===== src/rtl/conv_window_gen_pkg.sv =====
// Shared 3x3 window geometry and packing, common to the window generator and Conv2D.
package conv_pkg;

    localparam int unsigned CH_W    = 8;
    localparam int unsigned NCH     = 3;
    localparam int unsigned PIX_W   = NCH * CH_W;
    localparam int unsigned WIN_DIM = 3;
    localparam int unsigned WIN_W   = WIN_DIM * WIN_DIM * PIX_W;
    localparam int unsigned IDX_W   = 6;

    typedef logic [PIX_W-1:0] pix_t;
    typedef logic [WIN_W-1:0] win_t;
    typedef logic [IDX_W-1:0] idx_t;

    // Bit offset of channel k of element (r,c); r=0 is the oldest row, c=0 the leftmost column.
    function automatic int unsigned win_off(input int unsigned r,
                                            input int unsigned c,
                                            input int unsigned k);
        return ((r * WIN_DIM + c) * NCH + k) * CH_W;
    endfunction

endpackage


===== src/rtl/conv_window_gen_if.sv =====
// Pixel-in / window-out handshake bundle for conv_window_gen.
interface conv_window_gen_if;

    conv_pkg::pix_t pix_in;
    logic           pix_valid;
    logic           pix_ready;
    conv_pkg::win_t win_data;
    logic           win_valid;
    logic           win_ready;
    conv_pkg::idx_t win_row;
    conv_pkg::idx_t win_col;
    logic           frame_done;

    modport master (
        output pix_in, pix_valid, win_ready,
        input  pix_ready, win_data, win_valid, win_row, win_col, frame_done
    );

    modport slave (
        input  pix_in, pix_valid, win_ready,
        output pix_ready, win_data, win_valid, win_row, win_col, frame_done
    );

endinterface


===== src/rtl/conv_window_gen_line_buffer.sv =====
// One image row of pixels: simple dual-port RAM, synchronous read, old data on collision.
module line_buffer #(
    parameter int unsigned DEPTH = 64,
    parameter int unsigned WIDTH = 24,
    parameter int unsigned AW    = (DEPTH > 1) ? $clog2(DEPTH) : 1
) (
    input  logic             clk,
    input  logic             we_i,
    input  logic [AW-1:0]    waddr_i,
    input  logic [WIDTH-1:0] wdata_i,
    input  logic [AW-1:0]    raddr_i,
    output logic [WIDTH-1:0] rdata_o
);

    logic [WIDTH-1:0] mem_q [DEPTH];
    logic [WIDTH-1:0] rdata_q;

    always_ff @(posedge clk) begin
        if (we_i) begin
            mem_q[waddr_i] <= wdata_i;
        end
        rdata_q <= mem_q[raddr_i];
    end

    assign rdata_o = rdata_q;

endmodule


===== src/rtl/conv_window_gen.sv =====
// Streaming 3x3 RGB window generator: two row buffers feed a 3-column shift window.
module conv_window_gen
    import conv_pkg::*;
#(
    parameter int unsigned IMG_W = 64,
    parameter int unsigned IMG_H = 64
) (
    input  logic             clk,
    input  logic             rst_n,
    conv_window_gen_if.slave bus
);

    localparam int unsigned LB_AW   = (IMG_W > 1) ? $clog2(IMG_W) : 1;
    localparam idx_t        IDX_TWO = idx_t'(2);

    idx_t x_q, x_d;
    idx_t y_q, y_d;
    pix_t sw_q [WIN_DIM][WIN_DIM];
    pix_t sw_d [WIN_DIM][WIN_DIM];
    win_t win_data_q, win_data_d;
    logic win_valid_q, win_valid_d;
    idx_t win_row_q, win_row_d;
    idx_t win_col_q, win_col_d;
    logic frame_done_q, frame_done_d;

    logic             pix_ready;
    logic             accept;
    logic             last_col;
    logic             last_row;
    logic             emit;
    pix_t             lb0_rdata;
    pix_t             lb1_rdata;
    logic [LB_AW-1:0] lb_waddr;
    logic [LB_AW-1:0] lb_raddr;

    assign pix_ready = !win_valid_q || bus.win_ready;
    assign accept    = bus.pix_valid && pix_ready;

    always_comb begin
        last_col = (x_q == idx_t'(IMG_W - 1));
        last_row = (y_q == idx_t'(IMG_H - 1));
        emit     = accept && (y_q >= IDX_TWO) && (x_q >= IDX_TWO);

        x_d = x_q;
        y_d = y_q;
        if (accept) begin
            if (last_col) begin
                x_d = '0;
                y_d = last_row ? '0 : y_q + 1'b1;
            end else begin
                x_d = x_q + 1'b1;
            end
        end
    end

    // The RAMs are read at the next column continuously, so column x of rows y-2 and y-1
    // is already on rdata when pixel (y,x) is accepted; a stall keeps the address steady.
    assign lb_raddr = x_d[LB_AW-1:0];
    assign lb_waddr = x_q[LB_AW-1:0];

    line_buffer #(
        .DEPTH (IMG_W),
        .WIDTH (PIX_W),
        .AW    (LB_AW)
    ) u_lb0 (
        .clk     (clk),
        .we_i    (accept),
        .waddr_i (lb_waddr),
        .wdata_i (lb1_rdata),
        .raddr_i (lb_raddr),
        .rdata_o (lb0_rdata)
    );

    line_buffer #(
        .DEPTH (IMG_W),
        .WIDTH (PIX_W),
        .AW    (LB_AW)
    ) u_lb1 (
        .clk     (clk),
        .we_i    (accept),
        .waddr_i (lb_waddr),
        .wdata_i (bus.pix_in),
        .raddr_i (lb_raddr),
        .rdata_o (lb1_rdata)
    );

    // sw_*[c][r]: column c (0 = oldest), row r (0 = top row y-2).
    always_comb begin
        for (int unsigned c = 0; c < WIN_DIM; c++) begin
            for (int unsigned r = 0; r < WIN_DIM; r++) begin
                sw_d[c][r] = sw_q[c][r];
            end
        end
        if (accept) begin
            for (int unsigned c = 0; c < WIN_DIM - 1; c++) begin
                for (int unsigned r = 0; r < WIN_DIM; r++) begin
                    sw_d[c][r] = sw_q[c+1][r];
                end
            end
            sw_d[WIN_DIM-1][0] = lb0_rdata;
            sw_d[WIN_DIM-1][1] = lb1_rdata;
            sw_d[WIN_DIM-1][2] = bus.pix_in;
        end
    end

    always_comb begin
        win_data_d = win_data_q;
        win_row_d  = win_row_q;
        win_col_d  = win_col_q;
        if (emit) begin
            for (int unsigned r = 0; r < WIN_DIM; r++) begin
                for (int unsigned c = 0; c < WIN_DIM; c++) begin
                    win_data_d[win_off(r, c, 0) +: PIX_W] = sw_d[c][r];
                end
            end
            win_row_d = y_q - IDX_TWO;
            win_col_d = x_q - IDX_TWO;
        end

        if (emit) begin
            win_valid_d = 1'b1;
        end else if (bus.win_ready) begin
            win_valid_d = 1'b0;
        end else begin
            win_valid_d = win_valid_q;
        end

        frame_done_d = accept && last_col && last_row;
    end

    always_ff @(posedge clk or negedge rst_n) begin
        if (!rst_n) begin
            x_q          <= '0;
            y_q          <= '0;
            sw_q         <= '{default: '0};
            win_data_q   <= '0;
            win_valid_q  <= 1'b0;
            win_row_q    <= '0;
            win_col_q    <= '0;
            frame_done_q <= 1'b0;
        end else begin
            x_q          <= x_d;
            y_q          <= y_d;
            sw_q         <= sw_d;
            win_data_q   <= win_data_d;
            win_valid_q  <= win_valid_d;
            win_row_q    <= win_row_d;
            win_col_q    <= win_col_d;
            frame_done_q <= frame_done_d;
        end
    end

    assign bus.pix_ready  = pix_ready;
    assign bus.win_data   = win_data_q;
    assign bus.win_valid  = win_valid_q;
    assign bus.win_row    = win_row_q;
    assign bus.win_col    = win_col_q;
    assign bus.frame_done = frame_done_q;

endmodule


===== src/flat_wrapper.sv =====
// flat-port wrapper written by rule: the top's interface ports become plain ports
module conv_window_gen_flat import conv_pkg::*;
#(
    parameter int unsigned IMG_W = 64,
    parameter int unsigned IMG_H = 64
)
  (clk, rst_n, bus_pix_in, bus_pix_valid, bus_win_ready, bus_pix_ready, bus_win_data, bus_win_valid, bus_win_row, bus_win_col, bus_frame_done);
  conv_window_gen_if bus_i ();
  input  logic clk;
  input  logic rst_n;
  input wire logic [$bits(bus_i.pix_in)-1:0] bus_pix_in;
  input wire logic [$bits(bus_i.pix_valid)-1:0] bus_pix_valid;
  input wire logic [$bits(bus_i.win_ready)-1:0] bus_win_ready;
  output wire logic [$bits(bus_i.pix_ready)-1:0] bus_pix_ready;
  output wire logic [$bits(bus_i.win_data)-1:0] bus_win_data;
  output wire logic [$bits(bus_i.win_valid)-1:0] bus_win_valid;
  output wire logic [$bits(bus_i.win_row)-1:0] bus_win_row;
  output wire logic [$bits(bus_i.win_col)-1:0] bus_win_col;
  output wire logic [$bits(bus_i.frame_done)-1:0] bus_frame_done;
  assign bus_i.pix_in = bus_pix_in;
  assign bus_i.pix_valid = bus_pix_valid;
  assign bus_i.win_ready = bus_win_ready;
  assign bus_pix_ready = bus_i.pix_ready;
  assign bus_win_data = bus_i.win_data;
  assign bus_win_valid = bus_i.win_valid;
  assign bus_win_row = bus_i.win_row;
  assign bus_win_col = bus_i.win_col;
  assign bus_frame_done = bus_i.frame_done;
  conv_window_gen #(.IMG_W(IMG_W), .IMG_H(IMG_H)) u_core (.clk(clk), .rst_n(rst_n), .bus(bus_i));
endmodule

===== config.mk =====
export PLATFORM = sky130hd
export DESIGN_NAME = conv_window_gen_flat
export DESIGN_NICKNAME = d
export VERILOG_FILES = /design/src/rtl/conv_window_gen_pkg.sv /design/src/rtl/conv_window_gen_if.sv /design/src/rtl/conv_window_gen_line_buffer.sv /design/src/rtl/conv_window_gen.sv /design/src/flat_wrapper.sv
export SDC_FILE = /design/constraint.sdc
export NUM_CORES = 2
export LEC_CHECK = 0
export ABC_CLOCK_PERIOD_IN_PS = 4000
export CORE_MARGIN = 2
export CORE_UTILIZATION = 50
export DETAILED_ROUTE_END_ITERATION = 7
export GPL_ROUTABILITY_DRIVEN = 0
export PLACE_DENSITY = 0.7
export SLEW_MARGIN = 20
export SYNTH_ARGS = -nofsm -noshare
export SYNTH_HDL_FRONTEND = slang
export SYNTH_SLANG_ARGS = --single-unit
export TNS_END_PERCENT = 10

===== constraint.sdc =====
create_clock -name clk -period 4 [get_ports clk]
set_input_delay 1.2 -clock clk [delete_from_list [all_inputs] [get_ports clk]]
set_output_delay 1.2 -clock clk [all_outputs]
set_load 0.02 [all_outputs]

==> results.toml <==
[run_status]
outcome = "finished, final reports clean"

[sta]
period_minus_slack_ps = 3861
fmax_ghz = 0.2590
hold_viol = 0
period_share_pct = 96.51
setup_tns_ps = 0
tightestPinTransition_ps = 1135
skew_ps = 54.06
finalMaxSlewViolations = 0
rsz0062_at_grt = "no"
slew_headroom_pct = 24.32
layout_setup_ws_ps = 139.4
setup_viol = 0

[synth]
synth_cell_type_count = 57
yosys.area_share.simple_pct = 11.71
ys.flop_type = "edfxtp_1"
yosysWarnings = 0
ys_ff_latch = 3578
yosys-top-cells-area = "edfxtp_1 (66%), dfrtp_1 (8.2%), nand2_1 (6.8%)"
synth_top_area_share_pct = 65.85
synth-edff-count = 3072
synthArstFlopShare_pct = 12.80
synth_top_family_by_area = "simple AND/OR/NAND/NOR gates"
synth_fp_nets = 10022
syn_area_per_cell_um2 = 14.03
synth_compound_area_share_pct = 8.470
synth_mux_area_share_pct = 2.528
yosysSeqAreaShare_pct = 74.72
synth_adder_area_share_pct = 0.09825
netlist_area_mm2 = 0.1401
yosysTopAreaCell = "edfxtp_1"
netlist_instances = 9983
synthXorXnorAreaFrac_pct = 0.06877

[cells_and_area]
syn_to_final_growth_pct = 21.17
final_common_cell = "edfxtp_1"
fillers = 20219
register_area_mm2 = 0.1047
fin_util_pct = 60.81
fin_nets = 10945
drive_above_1_share_pct = 17.87
multi_input_area_mm2 = 0.03262
final_cell_mix = "edfxtp_1 (3072), nand2_1 (2515), a211oi_1 (710)"

[floorplan]
die_w_um = 533.3
die_height_um = 533.3
core_mm2 = 0.2791
initial_utilization_pct = 50.18
rows = 194
dieArea_mm2 = 0.2844
ios = 259

[cts]
cts_hold_buf = 0
cts_buffers = 357
clockBufferDepth = 4
clk_latency_ps = 920
htree_levels = 5
path_clk_slew_ps = 60
cts_tree = "yes"
cts_root_buffer = "clkbuf_16"
cts_sinks = 3578

[drt]
first_iter_violations = 16209
totalWireLength_mm = 464.4
wl_per_cell_um = 31.09
drc = 0
via_per_inst = 6.494
ant_nets = 0
first_pass_iters = 8
dr_total_vias = 96994

[min_path]
worstHoldPathType = "in -> async"

[power]
switching_power_w = 0.04344
peakVddDrop_mv = 0.4844
p_seq_share_pct = 39.0
p_per_area_mw_per_mm2 = 733.6
internal-power_w = 0.08109
p_clk_share_pct = 27.6
p_leak_nw = 61.37
pwr-share-comb_pct = 33.4
netSwitchingFraction_pct = 34.88

[worst_setup_path]
critPathRequiredTime_ps = 2800
path_class = "in -> out"
endpoint_kind = "output pin"
start_kind = "primary input"
crit_fanout = 6
crit_arrival_ps = 2660

[global_routing]
grtUsageTotal_pct = 31.80
overflow = 0
grt_pass1_wl_mm = 656.8
antenna_found_initial = 36
grt_max_degree = 217
grt_pass1_vias = 92375

[placed_design]
dp_hpwl_mm = 285.8
portBuffers = 258
pre_cts_slack_ps = -942.0

[job]
cap_violations = 0
==> final cells by class <==
type                            count  share of cell area (%)
Sequential cell                  3578                   61.68
Inverter                           17                 0.07150
Tap cell                         3724                   2.745
Clock buffer                      470                   5.829
Multi-Input combinational cell   5611                   19.22
Timing Repair Buffer             1341                   9.190
Antenna cell                       11                 0.01622
Clock inverter                    185                   1.247
==> flip-flops by register name, indices dropped and copies added (netlist names), 6 cells and up <==
| name | cells |
|---|---|
| u_core.bus.win_col | 6 |
| u_core.bus.win_data | 216 |
| u_core.bus.win_row | 6 |
| u_core.lb_waddr | 6 |
| u_core.sw_q | 216 |
| u_core.u_lb0.mem_q | 1536 |
| u_core.u_lb0.rdata_o | 24 |
| u_core.u_lb1.mem_q | 1536 |
| u_core.u_lb1.rdata_o | 24 |
| u_core.y_q | 6 |
==> cell usage after synthesis (all sizes together) (2+ instances only) <==
master / count
a2111oi: 2
a211o: 4
a211oi: 710
a21boi: 5
a21oi: 15
a221oi: 4
a22o: 2
a22oi: 6
a311oi: 537
a31oi: 186
a32oi: 3
and2: 2
and3: 545
buf: 242
clkbuf: 535
clkinv: 3
dfrtp: 458
dfxtp: 48
edfxtp: 3072
ha: 11
inv: 14
mux2: 226
mux2i: 50
mux4: 22
nand2: 2520
nand3: 369
nand4: 5
nor2: 80
nor3: 186
nor4: 6
o211ai: 7
o21a: 3
o21ai: 24
o22a: 4
o22ai: 6
o311ai: 4
o31a: 3
o31ai: 2
or3: 4
or4: 44
xnor2: 7
xor2: 4
==> metal layers <==
metal | share of wire [%] | wire (um) | global-route usage [%] | up-vias
met5 | 0.014 | 65 | 0 | -
met4 | 6.2 | 28620 | 16.93 | 10
met3 | 14 | 63400 | 7.906 | 1513
met2 | 44 | 206500 | 47.94 | 7604
met1 | 36 | 165800 | 42.79 | 48020
li1 | - | - | - | 39847
==> cell families (layout without fill, tap and decap cells) <==
kind of cell | count (synthesis) | count (layout)
AND/OR/NAND/NOR | 3762 | 3762
flip-flops | 3578 | 3578
AO/OA/AOI/OAI | 1529 | 1529
buffers and inverters | 794 | 2013
multiplexers | 298 | 298
adder cells (fa/ha/maj) | 11 | 11
XOR/XNOR | 11 | 11
other | 0 | 11
==> final timing paths <==
path / from / slack, ps / cells after the start / endpoint
worst max register to register: u_core.lb_waddr[4] / 190 / 11 / u_core.u_lb0.rdata_o[7]
worst min-delay path: rst_n / 330 / 1 / u_core.bus.win_data[3]
min in group clk: u_core.sw_q[153] / 470 / 2 / u_core.sw_q[153]
max in group asynchronous: rst_n / 2690 / 2 / u_core.lb_waddr[5]
worst max-delay path: bus_win_ready / 140 / 6 / bus_pix_ready
worst min register to register: u_core.sw_q[153] / 470 / 2 / u_core.sw_q[153]
==> power by group through the flow <==
stage	sequential [W]	combinational, W	clock, W
after floorplan	0.0493	0.0198	0
after global placement	0.0490	0.0396	0
after detailed placement	0.0491	0.0404	0
after CTS	0.0484	0.0407	0.0345
after global routing	0.0486	0.0436	0.0360
final	0.0485	0.0416	0.0344
==> worst max-delay path, cell delays in order <==
cell	delay, ps
clkdlybuf4s50_1	440
nor2b_4	240
buf_12	160
inv_1	70
buf_4	200
dlygate4sd2_1	330
==> through the flow <==
stage / instance area [um2] / total power (W) / hold slack [ps] / instances
finish: 169700 / 0.1245 / 330.6 / 14937
global route: 169700 / 0.1282 / 411.6 / 14927
CTS: 169700 / 0.1236 / 352.2 / 14926
detailed placement: 157700 / 0.08950 / 455.2 / 14271
global placement: 157700 / 0.08857 / 449.2 / 14271
floorplan: 140200 / 0.06917 / 412.4 / 9983
==> what timing repair did <==
item                       in CTS  in global routing
gates resized for setup         4                  0
buffers inserted                0                  0
hold endpoints to repair        0                  0
setup endpoints to repair       2                  0
No activity file was read; power rests on OpenSTA's default activity.
